`src/rtl/ram_read_data.sv`:
```
// ram_read_data -- burst read engine for a synchronous RAM with fixed read latency.
//
// A start pulse in IDLE latches a base address and a word count. The engine then
// issues one registered read per cycle at consecutive (wrapping) addresses, tracks
// the outstanding reads in a RD_LATENCY-deep shift register, captures each returned
// word into o_data_rd with o_data_vld, and pulses o_done once the last word is out.
//
// Ports
//   i_clk        clock, rising edge
//   i_rst        synchronous active-high reset (clears FSM, in-flight pipe, outputs)
//   i_rd_start   start pulse, only honoured in IDLE
//   i_base_addr  first read address, latched with i_rd_start
//   i_len        number of words to read, latched with i_rd_start (0 = empty burst)
//   i_ram_rdata  RAM read data, valid RD_LATENCY cycles after o_ram_rd_en
//   o_ram_rd_en  RAM read strobe (registered)
//   o_ram_addr   RAM read address (registered)
//   o_data_rd    captured read word, holds its value between valid strobes
//   o_data_vld   o_data_rd carries a new word this cycle
//   o_busy       FSM is not IDLE
//   o_done       one-cycle pulse at burst end
module ram_read_data #(
  parameter int SIZE_DATA  = 8,
  parameter int SIZE_ADDR  = 8,
  parameter int SIZE_LEN   = 8,
  parameter int RD_LATENCY = 2
) (
  input  logic                 i_clk,
  input  logic                 i_rst,
  input  logic                 i_rd_start,
  input  logic [SIZE_ADDR-1:0] i_base_addr,
  input  logic [SIZE_LEN-1:0]  i_len,
  input  logic [SIZE_DATA-1:0] i_ram_rdata,
  output logic                 o_ram_rd_en,
  output logic [SIZE_ADDR-1:0] o_ram_addr,
  output logic [SIZE_DATA-1:0] o_data_rd,
  output logic                 o_data_vld,
  output logic                 o_busy,
  output logic                 o_done
);

  localparam logic [SIZE_LEN-1:0]  LEN_ONE  = 1;
  localparam logic [SIZE_ADDR-1:0] ADDR_ONE = 1;

  typedef enum logic [1:0] {
    IDLE  = 2'd0,
    ISSUE = 2'd1,
    DRAIN = 2'd2,
    DONE  = 2'd3
  } state_t;

  state_t               state, state_nxt;
  logic [SIZE_LEN-1:0]  remain, remain_nxt;   // reads still to issue after the current one
  logic                 rd_en_nxt;
  logic [SIZE_ADDR-1:0] addr_nxt;
  logic [RD_LATENCY-1:0] vld_p;               // in-flight reads, oldest at the top bit
  logic                 cap_en;

  assign cap_en = vld_p[RD_LATENCY-1];

  always_comb begin
    state_nxt  = state;
    remain_nxt = remain;
    rd_en_nxt  = 1'b0;
    addr_nxt   = o_ram_addr;
    unique case (state)
      IDLE: begin
        if (i_rd_start) begin
          if (i_len != '0) begin
            state_nxt  = ISSUE;
            rd_en_nxt  = 1'b1;
            addr_nxt   = i_base_addr;
            remain_nxt = i_len - LEN_ONE;
          end else begin
            state_nxt = DONE;
          end
        end
      end
      ISSUE: begin
        // The read for the current cycle is already on the port; decide the next one.
        if (remain == '0) begin
          state_nxt = DRAIN;
        end else begin
          rd_en_nxt  = 1'b1;
          addr_nxt   = o_ram_addr + ADDR_ONE;
          remain_nxt = remain - LEN_ONE;
        end
      end
      DRAIN: begin
        // Empty pipe means the last word was captured at the previous edge and is on o_data_rd now.
        if (vld_p == '0) state_nxt = DONE;
      end
      DONE: begin
        state_nxt = IDLE;
      end
      default: begin
        state_nxt = IDLE;
      end
    endcase
  end

  always_ff @(posedge i_clk) begin
    if (i_rst) begin
      state       <= IDLE;
      remain      <= '0;
      o_ram_rd_en <= 1'b0;
      o_ram_addr  <= '0;
    end else begin
      state       <= state_nxt;
      remain      <= remain_nxt;
      o_ram_rd_en <= rd_en_nxt;
      o_ram_addr  <= addr_nxt;
    end
  end

  // stage: read issue -> in-flight tracking
  always_ff @(posedge i_clk) begin
    if (i_rst) begin
      vld_p <= '0;
    end else begin
      vld_p[0] <= o_ram_rd_en;
      for (int i = 1; i < RD_LATENCY; i++) begin
        vld_p[i] <= vld_p[i-1];
      end
    end
  end

  // stage: RAM return -> output capture
  always_ff @(posedge i_clk) begin
    if (i_rst) begin
      o_data_vld <= 1'b0;
      o_data_rd  <= '0;
    end else begin
      o_data_vld <= cap_en;
      if (cap_en) o_data_rd <= i_ram_rdata;
    end
  end

  assign o_busy = (state != IDLE);
  assign o_done = (state == DONE);

endmodule

```
`config.mk`:
```
export PLATFORM = sky130hd
export DESIGN_NAME = ram_read_data
export DESIGN_NICKNAME = d
export VERILOG_FILES = /design/src/rtl/ram_read_data.sv
export SDC_FILE = /design/constraint.sdc
export NUM_CORES = 1
export LEC_CHECK = 0
export ABC_AREA = 0
export CAP_MARGIN = 30
export CORE_MARGIN = 3
export CORE_UTILIZATION = 45
export DETAILED_ROUTE_END_ITERATION = 8
export PLACE_DENSITY = 0.86
export SLEW_MARGIN = 10
export SYNTH_ARGS = -nofsm -noshare
export SYNTH_HDL_FRONTEND = slang
export SYNTH_SLANG_ARGS = --single-unit
export TNS_END_PERCENT = 100
```
`constraint.sdc`:
```
create_clock -name i_clk -period 3 [get_ports i_clk]
set_clock_uncertainty 0.05 [all_clocks]
set_input_delay 0.6 -clock i_clk [delete_from_list [all_inputs] [get_ports i_clk]]
set_output_delay 0.6 -clock i_clk [all_outputs]
set_load 0.005 [all_outputs]
```
# --- Word-level counts from Yosys, hierarchy flattened ---
# Cells that the tools add are included.
word_totals:
  latchBits: 0
  memories: 0
  romBits: 0
  ramBits: 0
  out_inout_bits: 20
  input_bits: 27
  elab_cells: 43
  regBits: 30
op_classes:
  n_div: 0
  n_lt_le_gt_ge: 0
  eq_ne: 8
  n_addsub: 3
  bitwise: 0
  multipliers: 0
  shift: 0
  n_mux: 17
  reduce_logical: 8
ops:
  columns: ["cell", "count"]
  rows:
  - ["8-bit 2-to-1 mux", 6]
  - ["8-bit case mux with 2 select lines", 2]
  - ["8-bit by 1-bit subtractor with 8-bit output (second input constant)", 2]
  - ["2-bit != test (second input constant)", 5]
  - ["8-bit by 1-bit adder with 8-bit output (second input constant)", 1]
  - ["8-bit logical NOT", 1]
  - ["2-bit 2-to-1 mux", 4]
  - ["2-bit case mux with 4 select lines", 1]
  - ["8-bit nonzero test", 1]
  - ["2-bit equality test (second input constant)", 2]
  - ["2-bit logical NOT", 2]
  - ["4-bit AND reduction", 1]
  - ["2-bit nonzero test", 2]
  - ["1-bit 2-to-1 mux", 3]
  - ["3-bit AND reduction", 1]
  - ["2-bit by 1-bit equality test with 1-bit output (second input constant)", 1]
  - ["1-bit case mux with 2 select lines", 1]

# --- Longest topological paths before layout ---
# Gate-level depths: netlist of run 1.
depth:
  ltp_word: 4
  mapped_depth: 11
  mapped_depth_nobuf: 9

# --- Worst setup path before layout of run 1 ---
# OpenSTA, ideal clock, no wires.
synth_timing:
  kind: "reg-to-reg"
  from: "reg state[1]"
  to: "reg remain[6]"
  stages_incl_launch_ff: 12
  setup_slack_ns: 0.238
  t_arrival_ns: 2.578
  n_path_buf: 2
  period_less_slack_ns: 2.762
  t_required_ns: 2.816
  setup_ns: 0.134
  path_cell_list: "dfxtp_1 -> inv_1 -> ha_1 -> clkbuf_1 -> clkbuf_1 -> mux2i_1 -> ha_1 -> nor4b_1 -> a31oi_1 -> o21a_1 -> o31ai_1 -> a21oi_1"
synth_via:
  elab_chain_cells: 3
  elab_cells_between_ends: 8
  classes_between: "eq/ne: 4; mux: 1; reduce/logical: 3"
synth_lines:
  columns: ["element", "line_no", "text"]
  rows:
  - ["start, declared", "51", "state_t state, state_nxt;"]
  - ["start signal, assigned", "108", "state <= state_nxt;"]
  - ["2-bit by 1-bit equality test with 1-bit output / 2-bit logical NOT (equally long branches)", "65", "unique case (state)"]
  - ["2-bit != test (no line) / 2-bit nonzero test (equally long branches)", null, null]
  - ["4-bit AND reduction (no line)", null, null]
  - ["end signal, assigned", "109", "remain <= remain_nxt;"]
  - ["end, declared", "52", "logic [SIZE_LEN-1:0] remain, remain_nxt;"]
# Several ways; a longest one is shown, not always the timed one.
# A chain may end at the register's enable or synchronous reset.

# --- Worst setup path after layout of run 1 ---
layout_timing:
  from: "reg state[0]"
  to: "out o_busy"
layout_via:
  elab_chain_cells: 1
layout_lines:
  columns: ["element", "line_no", "text"]
  rows:
  - ["2-bit nonzero test", "138", "assign o_busy = (state != IDLE);"]
  - ["end, declared", "37", "output logic o_busy,"]
# Every way passes these cells.

==> tab_implementation.tex, run 1 <==
\begin{tabular}{lr}
\hline
Metric & Value \\
\hline
\multicolumn{2}{l}{\textbf{Status}} \\
\quad Result of the run & finished clean \\
\multicolumn{2}{l}{\textbf{Floorplan}} \\
\quad Placeable Area & $\sim$3500 um\^{}2 \\
\quad Width of the die & a little under 70 um \\
\quad Number of placement rows & 21 \\
\quad Number of ports placed on the die boundary & 47 \\
\quad Initial Utilization & between 40\% and 50\% \\
\quad Area enclosed by the die boundary & roughly 4500 um\^{}2 \\
\quad Floorplan die height & roughly 67 um \\
\multicolumn{2}{l}{\textbf{Global routing}} \\
\quad Pin count of the biggest net entering global routing & 23 \\
\quad Number of antenna violations at the first check in global routing & 0 \\
\quad Number of global-route vias before repair & $\sim$1600 \\
\quad Total congestion overflow & 0 \\
\quad Global-route wire length before repair & between 7000 and 8000 um \\
\quad Overall track demand over capacity in global routing & 21.25\% \\
\multicolumn{2}{l}{\textbf{Logic synthesis}} \\
\quad Mean instance size in the synthesized netlist & 8.206 um\^{}2 \\
\quad Synth cell count leaders & sky130\_fd\_sc\_hd\_\_dfxtp\_1, sky130\_fd\_sc\_hd\_\_a21oi\_1, sky130\_fd\_sc\_hd\_\_nor2\_1 \\
\quad Main flop type after synthesis & sky130\_fd\_sc\_hd\_\_dfxtp\_1 \\
\quad Dominant cells by area after synthesis & sky130\_fd\_sc\_hd\_\_dfxtp\_1, sky130\_fd\_sc\_hd\_\_mux2i\_1, sky130\_fd\_sc\_hd\_\_a21oi\_1 \\
\quad Nets in the synthesized netlist & 239 \\
\quad Share of synthesized flip-flops with an asynchronous set or reset & 0\% \\
\quad Register bit count reported by yosys & 30 \\
\quad Synthesis Warnings & 0 \\
\quad Most common cell in the synthesized netlist & sky130\_fd\_sc\_hd\_\_dfxtp\_1 \\
\quad Number of distinct library cells after synthesis & 45 \\
\quad Proportion of synthesized chip area in sequential cells & approximately 36\% \\
\quad Area fraction of the dominant cell type after synthesis & 35.53\% \\
\quad Biggest area consumer among synthesized cells & sky130\_fd\_sc\_hd\_\_dfxtp\_1 \\
\quad Post-synthesis cell area & around 1700 um\^{}2 \\
\quad Gate count after technology mapping & slightly above 200 \\
\quad Number of synthesized flops with an enable pin & 0 \\
\multicolumn{2}{l}{\textbf{Drt}} \\
\quad Via density & $\sim$5.7 \\
\quad Total via count after detailed routing & $\sim$1700 \\
\quad Wire per inst & 15.01 um \\
\quad Number of nets with antenna violations after detailed routing & 0 \\
\quad Drt first pass iters & 4 \\
\quad Number of DRC violations after detailed routing & 0 \\
\quad Detailed Route Iter0 Violations & approximately 150 \\
\quad Total Routed Length & 4487 um \\
\multicolumn{2}{l}{\textbf{Worst setup path}} \\
\quad Maximum fanout count along the critical path & 10 \\
\quad Startpoint Class & flop \\
\quad Worst reg2reg startpoint & state[1] \\
\quad Endpoint kind of the worst setup timing path & output port \\
\quad Crit Reg-Reg Endpoint & remain[6] \\
\quad Data arrival, critical path & between 1.5 and 2 ns \\
\quad R2R setup slack & 0.57 ns \\
\quad Reg2Reg Depth & 9 \\
\quad Startpoint-to-endpoint class of the critical path & reg2out \\
\quad Required arrival time at the worst endpoint & between 2 and 2.5 ns \\
\quad CP Capture Point & o\_busy \\
\quad Crit path launch & state[0] \\
\multicolumn{2}{l}{\textbf{Finish}} \\
\quad Number of fill cells & 288 \\
\quad Ratio of cells with drive above 1 in the final layout & under 10\% \\
\quad Count of non-filler cells in the finished layout & 299 \\
\quad Net count reported at finish & roughly 290 \\
\quad Diode insertion count for antenna repair & 0 \\
\quad Area added between synthesis and finish & 36.20\% \\
\multicolumn{2}{l}{\textbf{STA}} \\
\quad Worst-margin pin slew & slightly below 0.6 ns \\
\quad Post-Route Setup TNS & 0 ns \\
\quad Final period util & between 80\% and 90\% \\
\quad Final Max Tran Viols & 0 \\
\quad Number of failing hold endpoints at the final stage & 0 \\
\quad Peak clock frequency supported by timing & approximately 0.4 GHz \\
\quad Tightest slew margin relative to the limit & 60.38\% \\
\quad Setup repair after global routing missed its margin & no \\
\quad Final hold slack & between 0.4 and 0.5 ns \\
\quad Number of setup violations in the final report & 0 \\
\quad Final worst path period need & $\sim$2.6 ns \\
\multicolumn{2}{l}{\textbf{Clock network}} \\
\quad Deepest clock path buffer count & 2 \\
\quad H-tree lvl count & 2 \\
\quad Post CTS Setup Buffer Count & 0 \\
\quad Clock sink count & 30 \\
\quad Clock tree from TritonCTS & yes \\
\quad Clock Pin Slew Worst Setup and Hold Paths & $\sim$0.070 ns \\
\quad Total clock buffers created by CTS & 5 \\
\quad Hold buffers post-CTS & 0 \\
\quad Clk\_lat worst skew & between 0.2 and 0.3 ns \\
\quad Clock root buffer master & sky130\_fd\_sc\_hd\_\_clkbuf\_8 \\
\quad Post-cts resize count & 0 \\
\multicolumn{2}{l}{\textbf{Placement}} \\
\quad RePlAce Congestion & about 0.92 \\
\quad Number of placed instances, taps included & 291 \\
\quad Buffers added on ports & 46 \\
\quad Sum of net half-perimeters after detailed placement & roughly 3100 um \\
\multicolumn{2}{l}{\textbf{Power and ir drop}} \\
\quad Maximum vdd ir drop & approximately 0.48 mV \\
\quad Cell leakage power & between 0.8 and 0.9 nW \\
\quad PwrDens & 859.6 nW/um\^{}2 \\
\multicolumn{2}{l}{\textbf{Job}} \\
\quad Number of maximum-capacitance constraint violations & 0 \\
\multicolumn{2}{l}{\textbf{Hold path}} \\
\quad Worst Min Path Start & vld\_p[0] \\
\quad HP Class & reg2reg \\
\hline
\end{tabular}
-- power breakdown --
group	switching [mW]	total (mW)	internal, mW
Combinational	0.510	0.944	0.434
Clock	0.161	0.405	0.244
Sequential	0.123	0.629	0.506
Total	0.794	1.98	1.18
-- cells in the final DEF (no fill, tap or decap), drive strengths merged, types with 2 or more instances in the layout --
master	instances
nand2	15
nor2b	4
o31ai	4
nor4	4
buf	4
clkdlybuf4s50	46
a22o	2
dfxtp	30
o21ai	12
a22oi	2
a2111o	2
o32ai	3
or4	3
a21oi	25
ha	6
o21a	3
inv	7
clkbuf	5
mux2i	12
clkinv	2
a211oi	4
nor2	22
nand2b	4
nand3	5
nor3	11
-- flip-flops by register name, summed over array words and instances (netlist names) --
register / cells
o_ram_addr: 8
o_data_rd: 8
vld_p: 2
o_ram_rd_en: 1
state: 2
o_data_vld: 1
remain: 8
-- through the flow --
step	worst slack (ns)	utilization [%]	area, um^2	total power, mW
after CTS	0.4322	66.38	2302	1.969
after global routing	0.2804	66.38	2302	2.115
after global placement	0.2588	63.24	2193	1.533
after floorplan	0.2384	-	1690	1.250
after detailed placement	0.2275	63.24	2193	1.560
final	0.4364	66.38	2302	1.979
-- how the worst min path moves through the flow --
stage          slack, ns  endpoint  depth (start not counted)
2_1_floorplan       0.38  vld_p[1]                          1
3_3_place_gp        0.39  vld_p[1]                          1
3_5_place_dp        0.41  vld_p[1]                          1
4_1_cts             0.42  vld_p[1]                          1
5_1_grt             0.44  vld_p[1]                          1
6_report            0.42  vld_p[1]                          1
-- worst max-delay path, cell delays in order (launching register included) --
cell                              delay, ns
sky130_fd_sc_hd__dfxtp_1               0.39
sky130_fd_sc_hd__inv_1                 0.08
sky130_fd_sc_hd__ha_1                  0.34
sky130_fd_sc_hd__inv_1                 0.27
sky130_fd_sc_hd__clkdlybuf4s50_1       0.55
-- metal layers --
layer / GRT usage, % / wire length, um / up-vias
met5: 0 / 0 / -
met4: 12.15 / 77 / 0
met3: 5.657 / 380 / 9
met2: 32.76 / 2115 / 80
met1: 26.63 / 1914 / 774
li1: - / - / 846
-- logic make-up after synthesis --
group | share of synthesized area [%]
mux | 7.106
fa+ha+maj | 4.441
buf+inv | 4.220
xor+xnor | 0.5182
compound gates | 24.95
flops | 35.53
simple gates | 23.24
-- area by class of cell --
cell class / count / area, um^2 / area share [%]
tap: 46 / 57.56 / 2.500
inverter: 7 / 26.28 / 1.141
timing repair buffer: 50 / 490.5 / 21.30
clock inverter: 3 / 40.04 / 1.739
multi-input combinational: 158 / 1018 / 44.24
clock buffer: 5 / 68.82 / 2.989
sequential: 30 / 600.6 / 26.09
Note: power is estimated with default switching activity, not from simulation.
==> run 2: changes to the inputs <==
--- a/config.mk
+++ b/config.mk
@@ -5,7 +5,6 @@
 export SDC_FILE = /design/constraint.sdc
 export NUM_CORES = 1
 export LEC_CHECK = 0
-export ABC_AREA = 0
 export CAP_MARGIN = 30
 export CORE_MARGIN = 3
 export CORE_UTILIZATION = 45
==> results of run 2 <==
Final layout, timing and power as in run 1 (identical DEF).
==> run 3: changes to the inputs <==
--- a/config.mk
+++ b/config.mk
@@ -10,7 +10,7 @@
 export CORE_UTILIZATION = 45
 export DETAILED_ROUTE_END_ITERATION = 8
 export PLACE_DENSITY = 0.86
-export SLEW_MARGIN = 10
+export SLEW_MARGIN = 20
 export SYNTH_ARGS = -nofsm -noshare
 export SYNTH_HDL_FRONTEND = slang
 export SYNTH_SLANG_ARGS = --single-unit
==> results of run 3 <==
Final layout, timing and power as in run 1 (identical DEF).
